--- config.mk ---
export PLATFORM = sky130hd
export DESIGN_NAME = sfr_read_ctrl
export DESIGN_NICKNAME = d
export VERILOG_FILES = /design/src/rtl/sfr_read_ctrl.sv
export SDC_FILE = /design/constraint.sdc
export NUM_CORES = 1
export LEC_CHECK = 0
export ABC_CLOCK_PERIOD_IN_PS = 4320
export CAP_MARGIN = 5
export CELL_PAD_IN_SITES_DETAIL_PLACEMENT = 1
export CELL_PAD_IN_SITES_GLOBAL_PLACEMENT = 2
export CORE_UTILIZATION = 19
export CTS_BUF_LIST = sky130_fd_sc_hd__clkbuf_16
export CTS_CLUSTER_DIAMETER = 150
export DETAILED_ROUTE_END_ITERATION = 6
export PLACE_DENSITY = 0.86
export SETUP_SLACK_MARGIN = 0.2
export SLEW_MARGIN = 20
export SYNTH_ARGS = -nofsm -noshare
export SYNTH_HDL_FRONTEND = slang
export SYNTH_SLANG_ARGS = --single-unit
--- constraint.sdc ---
create_clock -name clock -period 4.32 [get_ports clock]
set_clock_uncertainty 0.1 [all_clocks]
set_input_delay 1.296 -clock clock [delete_from_list [all_inputs] [get_ports clock]]
set_output_delay 1.296 -clock clock [all_outputs]
set_load 0.02 [all_outputs]
--- src/rtl/sfr_read_ctrl.sv ---
// -----------------------------------------------------------------------------
// sfr_read_ctrl
// Read controller for the special-function-register space. A read request
// in IDLE latches the address and mode. In CAPTURE the controller selects
// the source byte, or one bit of it, from the SFR source buses. The result
// is registered and presented with a one-cycle rd_valid pulse in RESP.
//
// Optional feature, macro SFR_RD_FWD_EN:
//   When this macro is defined, a write on the snoop bus in the CAPTURE
//   cycle to the same target byte is forwarded into the read result. This
//   covers both byte writes and bit writes. When the macro is undefined,
//   the snoop inputs are ignored.
//
// Ports:
//   clock, reset          system clock; asynchronous active-high reset
//   rd_en, rd_bit_en      read request (sampled in IDLE); 1 = bit read
//   addr                  SFR byte address or bit address
//   *_data                SFR source bytes (ACC, B, PSW, SP, DPL, DPH,
//                         P0-P3, IE, IP)
//   wr_en, wr_bit_en,     write-bus snoop (used only with SFR_RD_FWD_EN)
//   wr_addr, wr_data,
//   bit_in
//   data_out, bit_out     registered read results, held until next read
//   rd_valid              one-cycle pulse in RESP
//   busy                  high in CAPTURE and RESP
//   undef_addr            unmapped access flag, valid with rd_valid
//
// State table:
//   state   | meaning
//   IDLE    | waiting for rd_en; latches addr/mode on request
//   CAPTURE | selects the source and registers the result
//   RESP    | result valid, rd_valid high
// -----------------------------------------------------------------------------
module sfr_read_ctrl (
    input  logic       clock,
    input  logic       reset,
    input  logic       rd_en,
    input  logic       rd_bit_en,
    input  logic [7:0] addr,
    input  logic [7:0] acc_data,
    input  logic [7:0] b_data,
    input  logic [7:0] psw_data,
    input  logic [7:0] sp_data,
    input  logic [7:0] dpl_data,
    input  logic [7:0] dph_data,
    input  logic [7:0] p0_data,
    input  logic [7:0] p1_data,
    input  logic [7:0] p2_data,
    input  logic [7:0] p3_data,
    input  logic [7:0] ie_data,
    input  logic [7:0] ip_data,
    input  logic       wr_en,
    input  logic       wr_bit_en,
    input  logic [7:0] wr_addr,
    input  logic [7:0] wr_data,
    input  logic       bit_in,
    output logic [7:0] data_out,
    output logic       bit_out,
    output logic       rd_valid,
    output logic       busy,
    output logic       undef_addr
);

    typedef enum logic [1:0] {
        ST_IDLE    = 2'd0,
        ST_CAPTURE = 2'd1,
        ST_RESP    = 2'd2
    } state_t;

    state_t     state_q, state_d;
    logic [7:0] addr_q, addr_d;
    logic       bit_mode_q, bit_mode_d;
    logic [7:0] data_out_q, data_out_d;
    logic       bit_out_q, bit_out_d;
    logic       rd_valid_q, rd_valid_d;
    logic       undef_q, undef_d;

    logic [7:0] target;
    logic [2:0] bit_idx;
    logic [7:0] src_byte;
    logic       src_hit;
    logic       bit_base;
    logic [7:0] fwd_byte;

    // A bit address names its containing byte by clearing the low three bits.
    assign target  = bit_mode_q ? {addr_q[7:3], 3'b000} : addr_q;
    assign bit_idx = addr_q[2:0];

    // Source decode. bit_base marks the bytes that are bit-addressable.
    // All of them are also byte-mapped.
    always_comb begin
        src_byte = 8'h00;
        src_hit  = 1'b0;
        bit_base = 1'b0;
        case (target)
            8'hE0: begin src_byte = acc_data; src_hit = 1'b1; bit_base = 1'b1; end
            8'hF0: begin src_byte = b_data;   src_hit = 1'b1; bit_base = 1'b1; end
            8'hD0: begin src_byte = psw_data; src_hit = 1'b1; bit_base = 1'b1; end
            8'h81: begin src_byte = sp_data;  src_hit = 1'b1; end
            8'h82: begin src_byte = dpl_data; src_hit = 1'b1; end
            8'h83: begin src_byte = dph_data; src_hit = 1'b1; end
            8'h80: begin src_byte = p0_data;  src_hit = 1'b1; bit_base = 1'b1; end
            8'h90: begin src_byte = p1_data;  src_hit = 1'b1; bit_base = 1'b1; end
            8'hA0: begin src_byte = p2_data;  src_hit = 1'b1; bit_base = 1'b1; end
            8'hB0: begin src_byte = p3_data;  src_hit = 1'b1; bit_base = 1'b1; end
            8'hA8: begin src_byte = ie_data;  src_hit = 1'b1; bit_base = 1'b1; end
            8'hB8: begin src_byte = ip_data;  src_hit = 1'b1; bit_base = 1'b1; end
            default: begin
                src_byte = 8'h00;
                src_hit  = 1'b0;
                bit_base = 1'b0;
            end
        endcase
    end

`ifdef SFR_RD_FWD_EN
    // A write landing in the same cycle as the capture takes priority
    // over the stale source value. This keeps read-after-write coherent.
    always_comb begin
        fwd_byte = src_byte;
        if (wr_en && !wr_bit_en && (wr_addr == target)) begin
            fwd_byte = wr_data;
        end else if (wr_en && wr_bit_en && ({wr_addr[7:3], 3'b000} == target)) begin
            fwd_byte[wr_addr[2:0]] = bit_in;
        end
    end
`else
    logic unused_snoop;
    assign unused_snoop = ^{wr_en, wr_bit_en, wr_addr, wr_data, bit_in};
    assign fwd_byte     = src_byte;
`endif

    always_comb begin
        state_d    = state_q;
        addr_d     = addr_q;
        bit_mode_d = bit_mode_q;
        data_out_d = data_out_q;
        bit_out_d  = bit_out_q;
        rd_valid_d = 1'b0;
        undef_d    = undef_q;
        case (state_q)
            ST_IDLE: begin
                if (rd_en) begin
                    addr_d     = addr;
                    bit_mode_d = rd_bit_en;
                    state_d    = ST_CAPTURE;
                end
            end
            ST_CAPTURE: begin
                state_d    = ST_RESP;
                rd_valid_d = 1'b1;
                if (bit_mode_q) begin
                    bit_out_d = bit_base ? fwd_byte[bit_idx] : 1'b0;
                    undef_d   = !bit_base;
                end else begin
                    data_out_d = src_hit ? fwd_byte : 8'h00;
                    undef_d    = !src_hit;
                end
            end
            ST_RESP: begin
                state_d = ST_IDLE;
            end
            default: begin
                state_d = ST_IDLE;
            end
        endcase
    end

    always_ff @(posedge clock or posedge reset) begin
        if (reset) begin
            state_q    <= ST_IDLE;
            addr_q     <= 8'h00;
            bit_mode_q <= 1'b0;
            data_out_q <= 8'h00;
            bit_out_q  <= 1'b0;
            rd_valid_q <= 1'b0;
            undef_q    <= 1'b0;
        end else begin
            state_q    <= state_d;
            addr_q     <= addr_d;
            bit_mode_q <= bit_mode_d;
            data_out_q <= data_out_d;
            bit_out_q  <= bit_out_d;
            rd_valid_q <= rd_valid_d;
            undef_q    <= undef_d;
        end
    end

    assign data_out   = data_out_q;
    assign bit_out    = bit_out_q;
    assign rd_valid   = rd_valid_q;
    assign busy       = (state_q != ST_IDLE);
    assign undef_addr = undef_q;

endmodule

Yosys cells after proc, flatten, opt, wreduce, memory -nomap -nowiden
Cells that the tools add are included.
{ "classes": {"n_bitwise": 1, "n_eq_ne": 14, "mux": 12, "magnitude_cmp": 1, "reduce_logical": 9} }
{ "ops": {"columns": ["op", "n"], "rows": [
  ["$eq A8 B8 Y1 const B", 12],
  ["$pmux W8 S12", 1],
  ["$reduce_or A12 Y1", 1],
  ["$reduce_or A9 Y1", 1],
  ["$mux W8", 1],
  ["$mux W1", 6],
  ["$reduce_and A2 Y1", 3],
  ["$lt A3 B4 Y1 const B", 1],
  ["$pmux W2 S2", 1],
  ["$bmux W1 S3", 1],
  ["$mux W3", 1],
  ["$eq A2 B1 Y1 const B", 1],
  ["$logic_not A1 Y1", 2],
  ["$logic_not A2 Y1", 1],
  ["$mux W2", 1],
  ["$ne A2 B2 Y1 const B", 1],
  ["$reduce_bool A2 Y1", 1],
  ["$not A1 Y1", 1]
]} }
{ "word_totals": {"register_bits": 22, "out_inout_bits": 12} }

Longest topological paths before layout
Gate-level depths: netlist (run 1).
{ "logic_depth": {"depth_word": 6, "depth_mapped": 8, "mapped_depth_nobuf": 6} }

Worst setup path after synthesis (run 1)
OpenSTA, ideal clock, no wires.
{ "synth_path": {"path_kind": "input-to-reg", "from": "input p0_data[2]", "to": "register bit_out_q, in the netlist bit_out", "cell_stages": 6, "path_buffers": 0, "slack_ns": 1.561, "arrival_time_ns": 2.556, "path_cell_list": "or3b_1 -> a2111oi_0 -> o31ai_1 -> nand4_1 -> o41ai_1 -> o41ai_2"} }
{ "synth_between": {"elab_chain_cells": 4} }
{ "synth_lines": {"columns": ["element", "line_no", "text"], "rows": [
  ["start, declared", "46", "input logic [7:0] p0_data,"],
  ["$pmux W8 S12", "95", "case (target)"],
  ["$bmux W1 S3", "153", "bit_out_d = bit_base ? fwd_byte[bit_idx] : 1'b0;"],
  ["$mux W1 (not written as such)", "153", null],
  ["$mux W1", "153", null],
  ["end signal, assigned", "183", "bit_out_q <= bit_out_d;"],
  ["end, declared", "74", "logic bit_out_q, bit_out_d;"]
]} }
Every way passes these cells. The select of a mux whose other input is x is not followed.
A chain may end at the register's enable or synchronous reset.

Worst setup path after layout (run 1)
Same ends and word-level chain as after synthesis.

==> metrics.txt, run 1 <==
clock sink count 22; final critical-path share of the clock period 76.3%; GR peak layer met2; vias per std cell 4.72; final-stage net count 451; clk slew on worst S/H paths 60 ps; P per Cell Area 385 nW/um2; post-synthesis cell count 216; Synth area leaders dfrtp_1 (29%), mux2i_1 (10%), mux2_2 (7.6%); setup TNS 0 ps; RSZ-0062 raised after global routing false; max cap viols 0; Setup CP Type in -> reg; Switching Fraction 37.8%; Net Sw Power 481 uW; Die Ht 102 um; Flop pwr share 31.7%; M2 GR Usage 28.8%; Ant. Diodes 0; drc violations 0; Net Count, Synth 343; Final min period 3300 ps; Critical Path Max Stage Delay 460 ps; chip width 102 um; final setup vio count 0; top_reg_cell synth dfrtp_1; post-DR wirelength/cell 18.0 um; library cells used by synthesis 48; combinational share of power 47.7%; worst setup margin 1020 ps; Final Hold Vio Count 0; Max FO, Critical Path 2; FP Rows 36; Yosys top cell area share 28.8%; Leakage Power 0.00122 uW; Iter 0 DRT Violations 50; largest net degree at the start of global routing 24; CP Launch Type primary input; commonest non-fill, non-tap cell in the layout clkdlybuf4s50_1; relative slew slack 34.7%; run status finished, final reports clean; Placeable Area 9770 um2; Synth Register Bits 22; most frequent cells in the layout clkdlybuf4s50_1 (119), nor2_1 (22), dfrtp_1 (22), mux2i_1 (20), nand2_1 (14); CP max stage cell a2111oi_0; Crit. End Element register; Via Count 2,153; port buffer count 119; worst skew pair latency 250 ps; grt ovf 0; CTS buffer count 3; largest area contributor in the synthesized netlist dfrtp_1; Post-synth EDFFs 0; Area Overhead vs Synth 72.7%; fin. max-slew vios 0; GRT Util Overall 16.0%; initial antenna violation count 0; Clk pwr share 20.7%; Root Buffer clkbuf_16; met1 usage 19.7%; P_int 790 uW; Min-Delay Path Class reg -> reg; Synth warnings 0; DR pass1 iterations 4; Cell Chain, Critical Path clkdlybuf4s50_1 > or3b_1 > a2111oi_0 > o31ai_1 > nand4_1 > o41ai_1 > o41ai_2; IO Count 139; cts repair resizes 0; pre-CTS setup slack 817 ps; M3 GR Usage 3.56%; global-route wire length before repair 12,900 um; Least-Margin Pin Slew 980 ps; fmax 0.303 GHz; syn avg cell area 8.86 um2; initial core utilization 19.6%; # H-tree levels 1; CTS tree done; Post-CTS Setup Repair Bufs 0; GPL Wtd Cong 0.825; Mapped Area 1910 um2; Hold-fix buffers, CTS 0; worst-case clock buffer depth 2; Worst EP arrival 3350 ps; DP HPWL 6580 um; share of cells above drive strength 1 8.36%; remaining antenna violation count 0; vias in the first global route 2,388; WP data required 4370 ps; final hold slack 402 ps; Die Area 10,500 um2; sequential share of the synthesized area 28.8%; fraction of registers with async set/reset 100%; Routed WL 8210 um; Final Power 1270 uW; peak supply drop 171 uV
-- routing by layer --
metal / wire length (um) / vias up / share of wire (%)
met3: 526 / 10 / 6.4
li1: - / 1050 / -
met1: 3530 / 1017 / 43
met4: 125 / 0 / 1.5
met2: 4030 / 76 / 49
met5: 0 / - / 0
-- path summary, 6_finish.rpt --
check / from / endpoint / slack, ps / cells after the start
max reg2reg: addr_q[5] / bit_out / 1320 / 7
min reg2reg: data_out[4] / data_out[4] / 400 / 1
min in group asynchronous: reset / rd_valid / 1410 / 2
max: p0_data[2] / bit_out / 1020 / 7
min: data_out[4] / data_out[4] / 400 / 1
max in group asynchronous: reset / data_out[0] / 2180 / 2
-- registers in the layout (all words and copies together), names as in the netlist --
name        cells
addr_q          8
bit_mode_q      1
bit_out         1
data_out        8
rd_valid        1
state_q         2
undef_addr      1
-- logic make-up (layout without fill, tap and decap cells) --
kind of cell / after synthesis / count (layout) / share of synthesized area [%]
buffers and inverters: 25 / 132 / 5.95
AOI/OAI and AO/OA: 55 / 55 / 21.4
DFF: 22 / 22 / 28.8
muxes: 35 / 35 / 20.5
and+or+nand+nor: 79 / 79 / 23.4
-- cell usage after synthesis, types with 3 or more instances --
| cell | n |
|---|---|
| nor2_1 | 23 |
| dfrtp_1 | 22 |
| mux2i_1 | 20 |
| nand2_1 | 14 |
| mux2_2 | 13 |
| clkbuf_1 | 11 |
| a21oi_1 | 8 |
| inv_1 | 7 |
| o21ai_0 | 6 |
| a221oi_1 | 5 |
| a31oi_1 | 5 |
| nand3_1 | 5 |
| nand3b_1 | 5 |
| nor3_1 | 5 |
| buf_2 | 4 |
| nand4_1 | 4 |
| nand4b_1 | 4 |
| nor3b_1 | 4 |
| a2111oi_0 | 3 |
| a211oi_1 | 3 |
| a22oi_1 | 3 |
| o22ai_1 | 3 |
| o32ai_1 | 3 |
| or3b_1 | 3 |
-- power by group through the flow --
| stage | logic [uW] | clock network (uW) | registers [uW] |
|---|---|---|---|
| after floorplan | 348 | 0 | 376 |
| after global placement | 598 | 0 | 401 |
| after detailed placement | 607 | 0 | 406 |
| after CTS | 612 | 268 | 404 |
| after global routing | 655 | 275 | 419 |
| final | 606 | 263 | 402 |
-- stage by stage --
stage / utilization, % / area, um2 / std cells
2_1_floorplan: - / 1910 / 216
3_3_place_gp: 32.7 / 3200 / 452
4_1_cts: 33.8 / 3300 / 456
5_1_grt: 33.8 / 3310 / 456
6_report: 33.8 / 3310 / 456
3_5_place_dp: 32.7 / 3200 / 452
-- final cells by class --
cell class | count | area [um2]
sequential | 22 | 551
multi-input combinational | 169 | 1250
tap | 133 | 166
timing repair buffer | 121 | 1210
inverter | 7 | 26.3
clock inverter | 1 | 30.0
clock buffer | 3 | 75.1
fill | 1142 | 6470
-- critical path, delay by kind of cell --
| family | cells | cell delay, ps |
|---|---|---|
| AO/OA/AOI/OAI | 4 | 1100 |
| buffers and inverters | 1 | 450 |
| AND/OR/NAND/NOR | 2 | 500 |
(Power assumes the default switching activity.)
==> run 2: changes to the inputs <==
--- a/config.mk
+++ b/config.mk
@@ -5,15 +5,15 @@
 export SDC_FILE = /design/constraint.sdc
 export NUM_CORES = 1
 export LEC_CHECK = 0
-export ABC_CLOCK_PERIOD_IN_PS = 4320
+export ABC_CLOCK_PERIOD_IN_PS = 3200
 export CAP_MARGIN = 5
 export CELL_PAD_IN_SITES_DETAIL_PLACEMENT = 1
 export CELL_PAD_IN_SITES_GLOBAL_PLACEMENT = 2
-export CORE_UTILIZATION = 19
+export CORE_UTILIZATION = 18
 export CTS_BUF_LIST = sky130_fd_sc_hd__clkbuf_16
 export CTS_CLUSTER_DIAMETER = 150
 export DETAILED_ROUTE_END_ITERATION = 6
-export PLACE_DENSITY = 0.86
+export PLACE_DENSITY = 0.82
 export SETUP_SLACK_MARGIN = 0.2
 export SLEW_MARGIN = 20
 export SYNTH_ARGS = -nofsm -noshare
==> constraint.sdc (replaced) <==
create_clock -name clock -period 3.2 [get_ports clock]
set_clock_uncertainty 0.1 [all_clocks]
set_input_delay 0.96 -clock clock [delete_from_list [all_inputs] [get_ports clock]]
set_output_delay 0.96 -clock clock [all_outputs]
set_load 0.02 [all_outputs]
==> run 2 against run 1 <==
  * Highest routed layer unchanged
  * Critical path type unchanged
  * Clock-buffer cell count is the same
  * Routed wire length up 0.84%
  * Largest power group unchanged
  * Via count is 5.4% higher
  * Hold slack got worse by 7.0 ps
  * Design area increased by 4.5%
==> metrics.txt, run 2 (synthesis gave the netlist of run 1 again) <==
run status finished, final reports clean; Post-Layout Inst Area 3450 um2; port buffer count 119; Hold-fix buffers, CTS 0; worst-case clock buffer depth 2; WP data required 3260 ps; final-stage net count 468; Crit. End Element register; grt ovf 0; largest net degree at the start of global routing 23; commonest non-fill, non-tap cell in the layout clkdlybuf4s50_1; peak supply drop 221 uV; CTS tree done; Least-Margin Pin Slew 668 ps; Final Hold Vio Count 0; cts repair resizes 0; fin. max-slew vios 0; setup TNS 0 ps; remaining antenna violation count 0; Via Count 2,269; # H-tree levels 1; Placeable Area 10,300 um2; Post-CTS Setup Repair Bufs 0; Ant. Diodes 0; GRT Util Overall 15.2%; Routed WL 8280 um; DR pass1 iterations 5; Root Buffer clkbuf_16; CTS buffer count 3; FP Rows 37; Area Overhead vs Synth 80.5%; number of cells on the worst reg-to-reg path 6; drc violations 0; clk slew on worst S/H paths 60 ps; Leakage Power 0.00130 uW; initial core utilization 18.5%; global-route wire length before repair 13,200 um; Max FO, Critical Path 2; post-DR wirelength/cell 17.4 um; Worst Hold Depth 1; Worst EP arrival 2940 ps; Min-Delay Path Class reg -> reg; CP Launch Type primary input; chip width 105 um; worst skew pair latency 260 ps; relative slew slack 55.4%; fin cells 476; fin util 33.5%; final setup vio count 0; vias per std cell 4.77; Die Area 11,100 um2; vias in the first global route 2,455; Final Power 1770 uW; DP HPWL 6760 um; Fillers 1,205; Final min period 2880 ps; final critical-path share of the clock period 90.0%; share of cells above drive strength 1 12.9%; most frequent cells in the layout clkdlybuf4s50_1 (119), nor2_1 (23), dfrtp_1 (22), mux2i_1 (20), buf_4 (19); RSZ-0062 raised after global routing false; Setup CP Type in -> reg; max cap viols 0; multi-input logic area 1270 um2; Die Ht 105 um; FF/Latch Area 551 um2; Iter 0 DRT Violations 64; P per Cell Area 513 nW/um2; IO Count 139; clock sink count 22; initial antenna violation count 0; GPL Wtd Cong 0.804; placed instance count 472; placed cell area 3330 um2; fmax 0.347 GHz
## run 2: cell types whose count changed in the layout (fill, tap and decap cells not counted), sizes merged
cell / before / now
buf: 2 / 19
## run 2: report_power, final
part           switching (uW)  internal, uW
clock                     106           248
sequential                142           373
combinational             418           487
## run 2: path summary, 6_finish.rpt
kind / from / end / slack, ps
max: p0_data[2] / bit_out / 320
max reg2reg: addr_q[5] / bit_out / 540
max in group asynchronous: reset / data_out[6] / 1820
min reg2reg: data_out[4] / data_out[4] / 400
min: data_out[4] / data_out[4] / 400
min in group asynchronous: reset / rd_valid / 940
## run 2: metrics by stage
step,worst slack [ps],hold slack [ps]
global route,228,422
floorplan,777,401
finish,319,395
CTS,294,397
detailed placement,30.0,382
global placement,-19.5,374
## run 2: final cells by class
| class | count | share of cell area, % |
|---|---|---|
| Timing Repair Buffer | 138 | 38.6 |
| Clock inverter | 1 | 0.869 |
| Clock buffer | 3 | 2.17 |
| Inverter | 7 | 0.761 |
| Tap cell | 136 | 4.93 |
| Multi-Input combinational cell | 169 | 36.7 |
| Sequential cell | 22 | 15.9 |
## run 2: worst max-delay path: stages
cell and delay, ps:
clkdlybuf4s50_1 440, or3b_1 390, a2111oi_4 360, buf_4 150, o31ai_1 120, nand4_1 150, o41ai_1 90, o41ai_2 270
## run 2: layer usage
layer	share of wire, %	GRT usage (%)	wire length (um)	up-vias
met3	6.8	3.68	566	8
li1	-	-	-	1084
met2	50	27.1	4130	88
met1	42	18.6	3470	1089
met4	1.4	2.82	119	0
met5	0	0	0	-
